`config.mk`:
```
export PLATFORM = sky130hd
export DESIGN_NAME = time_to_bcd_converter_flat
export DESIGN_NICKNAME = d
export VERILOG_FILES = /design/src/rtl/time_to_bcd_converter_pkg.sv /design/src/rtl/time_to_bcd_converter_if.sv /design/src/rtl/time_to_bcd_converter_div.sv /design/src/rtl/time_to_bcd_converter.sv /design/src/flat_wrapper.sv
export SDC_FILE = /design/constraint.sdc
export NUM_CORES = 1
export LEC_CHECK = 0
export BUFFER_PORTS_ARGS = -buffer_cell sky130_fd_sc_hd__buf_2
export CAP_MARGIN = 0
export CORE_ASPECT_RATIO = 2
export CORE_MARGIN = 10
export CORE_UTILIZATION = 63
export CTS_CLUSTER_DIAMETER = 40
export CTS_CLUSTER_SIZE = 14
export DETAILED_ROUTE_END_ITERATION = 8
export PLACE_DENSITY = 0.85
export SLEW_MARGIN = 25
export SYNTH_ARGS = -nofsm -noshare
export SYNTH_HDL_FRONTEND = slang
export SYNTH_SLANG_ARGS = --single-unit
```
`constraint.sdc`:
```
create_clock -name clock -period 9.1 [get_ports clock]
set_clock_uncertainty 0.05 [all_clocks]
set_input_delay 0.91 -clock clock [delete_from_list [all_inputs] [get_ports clock]]
set_output_delay 0.91 -clock clock [all_outputs]
set_load 0.02 [all_outputs]
```
`src/rtl/time_to_bcd_converter_pkg.sv`:
```
// Shared constants, FSM encoding and BCD helper
// for the stopwatch time-to-BCD converter.
package time_to_bcd_converter_pkg;

  localparam int TW = 39;
  localparam int CW = $clog2(TW + 1);

  localparam logic [TW-1:0] TICKS_PER_CS = TW'(1000000);
  localparam logic [TW-1:0] CS_PER_MIN   = TW'(6000);
  localparam logic [TW-1:0] CS_PER_SEC   = TW'(100);
  localparam logic [TW-1:0] MAX_MIN      = TW'(99);

  localparam logic [7:0]  DP_MIN_SEC = 8'b0001_0100;
  localparam logic [31:0] BCD_SAT    = 32'h0099_5999;

  typedef enum logic [2:0] {
    ST_IDLE,
    ST_DIV_CS,
    ST_DIV_MIN,
    ST_DIV_SEC,
    ST_BCD,
    ST_DONE
  } state_e;

  // 0..99 -> two BCD digits; tens found by a compare chain
  function automatic logic [7:0] bin2bcd(input logic [6:0] v);
    logic [3:0] t;
    logic [3:0] u;
    t = 4'd0;
    for (int k = 1; k < 10; k++) begin
      if (v >= 7'(k * 10)) t = 4'(k);
    end
    u = 4'(v - 7'(t) * 7'd10);
    return {t, u};
  endfunction

endpackage

```
`src/rtl/time_to_bcd_converter_if.sv`:
```
// Time/result bundle between the stopwatch side
// (master) and the BCD converter (slave).
interface time_to_bcd_converter_if;
  import time_to_bcd_converter_pkg::*;

  logic          start;
  logic          auto_mode;
  logic [TW-1:0] time_in;
  logic [31:0]   bcd_out;
  logic [7:0]    dp_mask;
  logic          busy;
  logic          done;
  logic          overflow;

  modport master (
    output start, auto_mode, time_in,
    input  bcd_out, dp_mask, busy, done, overflow
  );

  modport slave (
    input  start, auto_mode, time_in,
    output bcd_out, dp_mask, busy, done, overflow
  );

endinterface

```
`src/rtl/time_to_bcd_converter_div.sv`:
```
// TW-bit restoring divider, one quotient bit per cycle.
// The load cycle already performs the first step.
module time_to_bcd_converter_div
  import time_to_bcd_converter_pkg::*;
(
  input  logic          clk_i,
  input  logic          rst_i,
  input  logic          load_i,
  input  logic          step_i,
  input  logic [TW-1:0] dividend_i,
  input  logic [TW-1:0] divisor_i,
  output logic [TW-1:0] quotient_o,
  output logic [TW-1:0] remainder_o,
  output logic          valid_o
);

  logic [TW-1:0] quo_q, quo_d;
  logic [TW-1:0] rem_q, rem_d;
  logic [CW-1:0] cnt_q, cnt_d;
  logic [TW-1:0] src_quo, src_rem;
  logic [TW:0]   shf, dif;

  // one shift/subtract step on either fresh operands or the running state
  always_comb begin
    src_quo = load_i ? dividend_i : quo_q;
    src_rem = load_i ? '0 : rem_q;
    shf     = {src_rem, src_quo[TW-1]};
    dif     = shf - {1'b0, divisor_i};
    quo_d   = quo_q;
    rem_d   = rem_q;
    cnt_d   = cnt_q;
    if (load_i || step_i) begin
      rem_d = dif[TW] ? shf[TW-1:0] : dif[TW-1:0];
      quo_d = {src_quo[TW-2:0], ~dif[TW]};
      cnt_d = load_i ? CW'(1) : cnt_q + 1'b1;
    end
  end

  // divider state registers
  always_ff @(posedge clk_i) begin
    if (rst_i) begin
      quo_q <= '0;
      rem_q <= '0;
      cnt_q <= '0;
    end else begin
      quo_q <= quo_d;
      rem_q <= rem_d;
      cnt_q <= cnt_d;
    end
  end

  assign quotient_o  = quo_q;
  assign remainder_o = rem_q;
  assign valid_o     = (cnt_q == CW'(TW));

endmodule

```
`src/rtl/time_to_bcd_converter.sv`:
```
// Binary 10 ns tick count -> packed BCD MM:SS.CC using one
// shared sequential divider for all three divisions.
module time_to_bcd_converter
  import time_to_bcd_converter_pkg::*;
(
  input  logic                         clock,
  input  logic                         rst,
  time_to_bcd_converter_if.slave       bus
);

  state_e        state_q, state_d;
  logic          load, step, valid;
  logic [TW-1:0] dividend, divisor, quo, rem;
  logic [6:0]    min_q, min_d;
  logic          movf_q, movf_d;
  logic [31:0]   bcd_q, bcd_d;
  logic          ovf_q, ovf_d;

  time_to_bcd_converter_div u_div (
    .clk_i       (clock),
    .rst_i       (rst),
    .load_i      (load),
    .step_i      (step),
    .dividend_i  (dividend),
    .divisor_i   (divisor),
    .quotient_o  (quo),
    .remainder_o (rem),
    .valid_o     (valid)
  );

  // sequencing: chain the three divides, then format and publish
  always_comb begin
    state_d  = state_q;
    load     = 1'b0;
    step     = 1'b0;
    dividend = quo;
    min_d    = min_q;
    movf_d   = movf_q;
    bcd_d    = bcd_q;
    ovf_d    = ovf_q;
    unique case (state_q)
      ST_IDLE: begin
        if (bus.start || bus.auto_mode) begin
          state_d  = ST_DIV_CS;
          load     = 1'b1;
          dividend = bus.time_in;
        end
      end
      ST_DIV_CS: begin
        if (valid) begin
          state_d  = ST_DIV_MIN;
          load     = 1'b1;
          dividend = quo;
        end else begin
          step = 1'b1;
        end
      end
      ST_DIV_MIN: begin
        if (valid) begin
          state_d  = ST_DIV_SEC;
          load     = 1'b1;
          dividend = rem;
          movf_d   = (quo > MAX_MIN);
          min_d    = quo[6:0];
        end else begin
          step = 1'b1;
        end
      end
      ST_DIV_SEC: begin
        if (valid) state_d = ST_BCD;
        else       step    = 1'b1;
      end
      ST_BCD: begin
        state_d = ST_DONE;
        ovf_d   = movf_q;
        bcd_d   = movf_q ? BCD_SAT :
                  {8'h00, bin2bcd(min_q),
                   bin2bcd(quo[6:0]),
                   bin2bcd(rem[6:0])};
      end
      ST_DONE: state_d = ST_IDLE;
      default: state_d = ST_IDLE;
    endcase
  end

  // divisor follows the division the next step belongs to
  always_comb begin
    unique case (state_d)
      ST_DIV_CS:  divisor = TICKS_PER_CS;
      ST_DIV_MIN: divisor = CS_PER_MIN;
      default:    divisor = CS_PER_SEC;
    endcase
  end

  // state and result registers
  always_ff @(posedge clock) begin
    if (rst) begin
      state_q <= ST_IDLE;
      min_q   <= '0;
      movf_q  <= 1'b0;
      bcd_q   <= '0;
      ovf_q   <= 1'b0;
    end else begin
      state_q <= state_d;
      min_q   <= min_d;
      movf_q  <= movf_d;
      bcd_q   <= bcd_d;
      ovf_q   <= ovf_d;
    end
  end

  assign bus.bcd_out  = bcd_q;
  assign bus.dp_mask  = DP_MIN_SEC;
  assign bus.busy     = (state_q != ST_IDLE) &&
                        (state_q != ST_DONE);
  assign bus.done     = (state_q == ST_DONE);
  assign bus.overflow = ovf_q;

endmodule

```
`src/flat_wrapper.sv`:
```
// flat-port wrapper written by rule: the top's interface ports become plain ports
module time_to_bcd_converter_flat import time_to_bcd_converter_pkg::*;
  (clock, rst, bus_start, bus_auto_mode, bus_time_in, bus_bcd_out, bus_dp_mask, bus_busy, bus_done, bus_overflow);
  time_to_bcd_converter_if bus_i ();
  input  logic clock;
  input  logic rst;
  input wire logic [$bits(bus_i.start)-1:0] bus_start;
  input wire logic [$bits(bus_i.auto_mode)-1:0] bus_auto_mode;
  input wire logic [$bits(bus_i.time_in)-1:0] bus_time_in;
  output wire logic [$bits(bus_i.bcd_out)-1:0] bus_bcd_out;
  output wire logic [$bits(bus_i.dp_mask)-1:0] bus_dp_mask;
  output wire logic [$bits(bus_i.busy)-1:0] bus_busy;
  output wire logic [$bits(bus_i.done)-1:0] bus_done;
  output wire logic [$bits(bus_i.overflow)-1:0] bus_overflow;
  assign bus_i.start = bus_start;
  assign bus_i.auto_mode = bus_auto_mode;
  assign bus_i.time_in = bus_time_in;
  assign bus_bcd_out = bus_i.bcd_out;
  assign bus_dp_mask = bus_i.dp_mask;
  assign bus_busy = bus_i.busy;
  assign bus_done = bus_i.done;
  assign bus_overflow = bus_i.overflow;
  time_to_bcd_converter u_core (.clock(clock), .rst(rst), .bus(bus_i));
endmodule
```
==> flow_metrics.env, run 1 <==
export IMPL_fmax_mhz=190
export IMPL_cap_violations=0
export IMPL_synthCells=932
export IMPL_arrival_ps=5500
export IMPL_synth_xor_area_share_pct=4.92
export IMPL_ios=86
export IMPL_nets=1015
export IMPL_postCtsHoldBufs=0
export IMPL_comb_power_share_pct=29.6
export IMPL_final_cells=1106
export IMPL_cts_root_buffer="clkbuf_16"
export IMPL_dp_cells=1075
export IMPL_p_seq_share_pct=35.8
export IMPL_first_pass_iters=9
export IMPL_p_per_area_nw_per_um2=229
export IMPL_post_dp_hpwl_um=16000
export IMPL_drt_initial_drc_count=869
export IMPL_gr_usage_all_layers_pct=27.5
export IMPL_p_leak_nw=3.15
export IMPL_finalHoldViolCount=0
export IMPL_synth_cell_types=74
export IMPL_die_area_sq_um=16600
export IMPL_cts_made_buffers=17
export IMPL_cts_max_path_buffers=2
export IMPL_syn_avg_cell_area_sq_um=7.83
export IMPL_p_sw_uw=680
export IMPL_gr_total_overflow=0
export IMPL_cts_tree="done"
export IMPL_area_growth_syn_to_layout_pct=11.2
export IMPL_muxShareOfSynthArea_pct=1.65
export IMPL_synth_seq_cells=120
export IMPL_gp_congestion=0.958
export IMPL_clkSinkCount=120
export IMPL_antenna_found_initial=0
export IMPL_wl_per_cell_um=21.0
export IMPL_vias=7481
export IMPL_endpoint_kind="flip-flop"
export IMPL_failed_checks="DRC"
export IMPL_internal_power_mw=1.18
export IMPL_io_buffers=69
export IMPL_grt_max_degree=87
export IMPL_yosysWarnings=0
export IMPL_finalSetupTns_ps=0
export IMPL_cts_htree_levels=4
export IMPL_die_h_um=172
export IMPL_cts_resized_gates=0
export IMPL_finalMaxSlewViolations=0
export IMPL_core_area_sq_um=11400
export IMPL_post_route_period_util_pct=57.9
export IMPL_synth_edff_count=0
export IMPL_synth_flop_cell="dfxtp_1"
export IMPL_swShare_pct=36.7
export IMPL_ys_seq_area_share_pct=32.9
export IMPL_grt_pass1_wl_um=35700
export IMPL_synth_top_family_by_area="simple AND/OR/NAND/NOR gates"
export IMPL_drc=13
export IMPL_synth_simple_gate_area_share_pct=25.0
export IMPL_synthAdderAreaFrac_pct=3.74
export IMPL_wirelength_um=23200
export IMPL_clockPowerShare_pct=34.7
export IMPL_worst_setup_path_type="reg -> reg"
export IMPL_hold_class="reg -> reg"
export IMPL_rsz0062_at_grt="false"
export IMPL_clock_latency_ps=420
export IMPL_ant_nets=0
export IMPL_netlist_area_sq_um=7300
export IMPL_cp_required_ps=9330
export IMPL_period_minus_slack_ps=5270
export IMPL_ir_worst_vdd_mv=0.157
export IMPL_die_x_um=96.1
export IMPL_outcome="finished with violations"
export IMPL_clkTransAtPathRegs_ps=60
export IMPL_startpoint_type="flip-flop"
export IMPL_start_util_pct=64.3
export IMPL_synth_compound_area_share_pct=24.8
export IMPL_tightestPinTransition_ps=1020
export IMPL_drive_gt1_share_pct=14.1
export IMPL_grt_pass1_vias=7312
export IMPL_cts_setup_buffers=0
export IMPL_async_reset_ff_share_pct=0
export IMPL_setup_viol=0
export IMPL_crit_fanout=13
export IMPL_post_drt_via_cell_ratio=6.76
export IMPL_num_rows=55
export IMPL_slew_headroom_pct=32.0
export IMPL_diodes=0
-- power by group through the flow --
stage               Combinational [mW]  Sequential, mW  Clock, mW
finish                           0.549           0.664      0.644
global route                     0.599           0.666      0.672
CTS                              0.536           0.657      0.644
detailed placement               0.526           0.667          0
global placement                 0.509           0.668          0
floorplan                        0.450           0.617          0
-- sequential cells by signal, summed over array words and instances (netlist names) --
signal and cells:
u_core.state_q 3, u_core.movf_q 1, u_core.bus.bcd_out 24, u_core.u_div.cnt_q 6, u_core.u_div.remainder_o 39, u_core.u_div.quotient_o 39, u_core.bus.overflow 1, u_core.min_q 7
-- worst max-delay path: stages, from the launching register on --
cell and delay, ps:
dfxtp_1 330, ha_1 210, and2_1 190, nand3b_1 120
nor2_1 120, and2_1 240, nor4_1 400, inv_1 260
and2_1 240, ha_1 400, a21o_1 210, a21oi_1 250
o31a_1 240, o211ai_1 200, a221oi_1 460, o2111ai_2 490
nor3_1 460, xnor2_1 160, o21ai_0 120
-- layout by cell type, fill, tap and decap left out, types with 16 or more instances in the layout --
cell type	count
dfxtp_1	120
nor3_1	40
a21oi_1	93
a211oi_1	17
xnor2_1	28
inv_1	17
nor2_1	99
buf_2	68
a222oi_1	39
o21ai_0	42
ha_1	17
nand2b_1	22
conb_1	16
and3_1	16
clkbuf_16	17
nand2_1	93
-- area by class of cell --
type	count	area, sq um
Multi-Input combinational cell	717	4480
Fill cell	904	3240
Sequential cell	120	2400
Clock buffer	18	439
Timing Repair Buffer	79	430
Tap cell	142	178
Clock inverter	13	121
Inverter	17	63.8
-- synthesized netlist by cell type, types with 13 or more instances --
library cell / n / area (sq um)
inv_1: 17 / 63.8
nor2_1: 101 / 379
nand2_1: 93 / 349
o21ai_0: 42 / 210
xor2_1: 13 / 114
and3_1: 16 / 100
a211oi_1: 17 / 128
a222oi_1: 39 / 390
nor3_1: 42 / 210
buf_4: 16 / 120
clkbuf_1: 63 / 236
nand2b_1: 22 / 138
xnor2_1: 28 / 245
a21oi_1: 93 / 465
dfxtp_1: 120 / 2400
nor4_1: 14 / 87.6
nand3_1: 15 / 75.1
ha_1: 17 / 213
-- worst paths after layout --
path,from,endpoint,slack [ps],cells past startpoint
worst max-delay path,u_core.u_div.cnt_q[0],u_core.u_div.remainder_o[24],3830,18
worst min-delay path,u_core.bus.bcd_out[18],u_core.bus.bcd_out[18],400,2
worst max register to register,u_core.u_div.cnt_q[0],u_core.u_div.remainder_o[24],3830,18
worst min register to register,u_core.bus.bcd_out[18],u_core.bus.bcd_out[18],400,2
-- per-stage QoR --
step | hold slack, ps | util [%] | power, mW | cell area (sq um) | worst slack [ps]
after floorplan | 390 | - | 1.07 | 7350 | 4640
after global placement | 389 | 66.4 | 1.18 | 7540 | 3970
after detailed placement | 394 | 66.6 | 1.19 | 7560 | 3950
after CTS | 401 | 71.5 | 1.84 | 8120 | 3930
after global routing | 419 | 71.5 | 1.94 | 8120 | 3560
final | 399 | 71.5 | 1.86 | 8120 | 3830
-- cell families after synthesis --
family	count (synthesis)
AO/OA/AOI/OAI	268
XOR/XNOR	41
adder cells (fa/ha/maj)	20
buffers and inverters	109
flip-flops	120
multiplexers	12
other	2
AND/OR/NAND/NOR	360
-- metal layers --
metal  GRT usage (%)  share of wire, %  vias to the layer above
li1                -                 -                     3425
met1            25.5                32                     3540
met2            48.8                52                      389
met3            5.30               6.7                      127
met4            24.0               8.7                        0
met5               0                 0                        -
No activity file was read; power rests on OpenSTA's default activity.
==> run 2, diff against run 1 <==
--- a/config.mk
+++ b/config.mk
@@ -9,11 +9,11 @@
 export CAP_MARGIN = 0
 export CORE_ASPECT_RATIO = 2
 export CORE_MARGIN = 10
-export CORE_UTILIZATION = 63
+export CORE_UTILIZATION = 59
 export CTS_CLUSTER_DIAMETER = 40
 export CTS_CLUSTER_SIZE = 14
 export DETAILED_ROUTE_END_ITERATION = 8
-export PLACE_DENSITY = 0.85
+export PLACE_DENSITY = 0.81
 export SLEW_MARGIN = 25
 export SYNTH_ARGS = -nofsm -noshare
 export SYNTH_HDL_FRONTEND = slang
==> constraint.sdc (replaced) <==
create_clock -name clock -period 5.39 [get_ports clock]
set_clock_uncertainty 0.05 [all_clocks]
set_input_delay 0.539 -clock clock [delete_from_list [all_inputs] [get_ports clock]]
set_output_delay 0.539 -clock clock [all_outputs]
set_load 0.02 [all_outputs]
==> run 2 against run 1 <==
Net effect: the run now ends clean; cell area grew 0.54%; highest routed layer unchanged; cell count grew 1.1%; largest cell class unchanged; global-route usage shrank 2.2 points; first-iteration DRC count shrank 5.8%; critical path depth is the same; clock power grew 61%; flip-flop and latch count is the same; worst setup slack lost 3300 ps; clock-buffer cell count grew 1.
==> flow_metrics.env, run 2 (synthesis results as in run 1) <==
export IMPL_grt_pass1_vias=7184
export IMPL_r2r_end="u_core.u_div.remainder_o[6]"
export IMPL_nets=1021
export IMPL_grt_max_degree=84
export IMPL_critical_path_max_stage_delay_ps=430
export IMPL_r2r_start="u_core.u_div.cnt_q[0]"
export IMPL_regArea_sq_um=2400
export IMPL_dp_cells=1085
export IMPL_finalHoldViolCount=0
export IMPL_p_sw_mw=1.14
export IMPL_ios=86
export IMPL_hold_path_depth=3
export IMPL_swShare_pct=36.8
export IMPL_die_x_um=98.7
export IMPL_layout_common_cells="120 x dfxtp_1, 99 x nor2_1, 93 x a21oi_1, 93 x nand2_1, 68 x buf_2"
export IMPL_outcome="finished clean"
export IMPL_antenna_found_initial=0
export IMPL_drt_initial_drc_count=819
export IMPL_clkSinkCount=120
export IMPL_grt_pass1_wl_um=36100
export IMPL_cts_resized_gates=0
export IMPL_cap_violations=0
export IMPL_finalMaxSlewViolations=0
export IMPL_wl_per_cell_um=20.5
export IMPL_cp_depth=18
export IMPL_hold_class="in -> reg"
export IMPL_rrSetupSlack_ps=530
export IMPL_postCtsHoldBufs=0
export IMPL_gp_congestion=0.989
export IMPL_cts_root_buffer="clkbuf_16"
export IMPL_comb_power_share_pct=30.0
export IMPL_io_buffers=69
export IMPL_internal_power_mw=1.96
export IMPL_wirelength_um=22900
export IMPL_ir_worst_vdd_mv=0.317
export IMPL_die_area_sq_um=17500
export IMPL_post_dp_hpwl_um=16400
export IMPL_p_per_area_nw_per_um2=379
export IMPL_p_seq_share_pct=36.3
export IMPL_cts_setup_buffers=0
export IMPL_gr_usage_all_layers_pct=25.4
export IMPL_worst_setup_path_type="reg -> reg"
export IMPL_vias=7361
export IMPL_setup_viol=0
export IMPL_drc=0
export IMPL_cts_tree="done"
export IMPL_clock_latency_ps=420
export IMPL_startpoint_type="flip-flop"
export IMPL_path_buf_inv=2
export IMPL_cp_required_ps=5640
export IMPL_start_util_pct=60.2
export IMPL_area_growth_syn_to_layout_pct=11.8
export IMPL_period_minus_slack_ps=4860
export IMPL_cpLargestDelayFamily="simple AND/OR/NAND/NOR gates"
export IMPL_cp_slowest_cell="or4_1"
export IMPL_num_rows=57
export IMPL_multiInputGateArea_sq_um=4480
export IMPL_rsz0062_at_grt="false"
export IMPL_p_leak_nw=3.18
export IMPL_cp_cell_sequence="ha_1, and2_1, nand3b_1, nor2_1, and2_1, nor4_1, inv_1, ha_1, and3_1, a31o_2, or4_1, o21a_1, a31oi_4, o21ai_4, buf_16, o211a_1, a21oi_1, a21oi_1"
export IMPL_post_route_period_util_pct=90.1
export IMPL_cts_htree_levels=4
export IMPL_fmax_mhz=206
export IMPL_arrival_ps=5100
export IMPL_gr_total_overflow=0
export IMPL_hold_end="u_core.u_div.quotient_o[17]"
export IMPL_cts_max_path_buffers=2
export IMPL_endpoint_kind="flip-flop"
export IMPL_crit_fanout=26
export IMPL_min_from="bus_time_in[16]"
export IMPL_drive_gt1_share_pct=14.6
export IMPL_post_drt_via_cell_ratio=6.58
export IMPL_slew_headroom_pct=36.6
export IMPL_finalSetupTns_ps=0
export IMPL_first_pass_iters=7
export IMPL_final_cells=1118
export IMPL_diodes=0
export IMPL_fill_cells=1019
export IMPL_cts_made_buffers=17
export IMPL_core_area_sq_um=12100
export IMPL_clockPowerShare_pct=33.7
export IMPL_tightestPinTransition_ps=948
export IMPL_r2r_cells=18
export IMPL_layout_commonest_cell="dfxtp_1"
export IMPL_clkTransAtPathRegs_ps=60
export IMPL_die_h_um=177
export IMPL_ant_nets=0
run 2: cell types whose count changed in the layout (fill, tap and decap cells not counted), sizes merged:
cell / delta
buf: +6
bufinv: -1
clkbuf: +1
clkinv: +3
clkinvlp: -1
inv: -1
run 2: how the worst max path moves through the flow:
stage / start / endpoint / slack [ps]
2_1_floorplan: bus_auto_mode / u_core.u_div.remainder_o[7] / 1300
3_3_place_gp: u_core.u_div.cnt_q[0] / u_core.u_div.remainder_o[6] / 750
3_5_place_dp: u_core.u_div.cnt_q[0] / u_core.u_div.remainder_o[6] / 560
4_1_cts: u_core.u_div.cnt_q[0] / u_core.u_div.remainder_o[15] / 540
5_1_grt: u_core.u_div.cnt_q[0] / u_core.u_div.remainder_o[26] / 270
6_report: u_core.u_div.cnt_q[0] / u_core.u_div.remainder_o[6] / 530
run 2: worst reg2reg max path, stage by stage, from the launching register on:
cell,delay (ps)
dfxtp_1,330
ha_1,210
and2_1,190
nand3b_1,130
nor2_1,110
and2_1,220
nor4_1,390
inv_1,240
ha_1,420
and3_1,270
a31o_2,250
or4_1,430
o21a_1,230
a31oi_4,200
o21ai_4,210
buf_16,260
o211a_1,230
a21oi_1,260
a21oi_1,110
run 2: power by group through the flow:
| stage | Combinational [mW] | Sequential [mW] | Clock (mW) |
|---|---|---|---|
| floorplan | 0.760 | 1.04 | 0 |
| global placement | 0.876 | 1.13 | 0 |
| detailed placement | 0.888 | 1.13 | 0 |
| CTS | 0.896 | 1.11 | 1.05 |
| global route | 1.02 | 1.12 | 1.08 |
| finish | 0.930 | 1.12 | 1.04 |
run 2: per-layer routing:
metal  up-vias  routed length (um)  global-route usage [%]
met5         -                   0                       0
met4         0                1720                    18.2
met3       119                1410                    5.65
met2       352               12100                    46.5
met1      3442                7630                    23.9
li1       3448                   -                       -
run 2: per-stage QoR:
| step | hold slack [ps] | setup slack, ps | power [mW] | cell area [sq um] | utilization (%) |
|---|---|---|---|---|---|
| 2_1_floorplan | 390 | 1300 | 1.80 | 7350 | - |
| 3_3_place_gp | 387 | 746 | 2.01 | 7590 | 62.6 |
| 3_5_place_dp | 391 | 563 | 2.02 | 7590 | 62.6 |
| 4_1_cts | 341 | 538 | 3.06 | 8130 | 67.1 |
| 5_1_grt | 348 | 268 | 3.23 | 8160 | 67.3 |
| 6_report | 342 | 533 | 3.10 | 8160 | 67.3 |
run 2: layout make-up:
class	count	area share [%]
Timing Repair Buffer	85	5.98
Clock buffer	19	5.43
Multi-Input combinational cell	717	54.9
Sequential cell	120	29.4
Inverter	17	0.782
Clock inverter	13	1.20
Tap cell	147	2.25
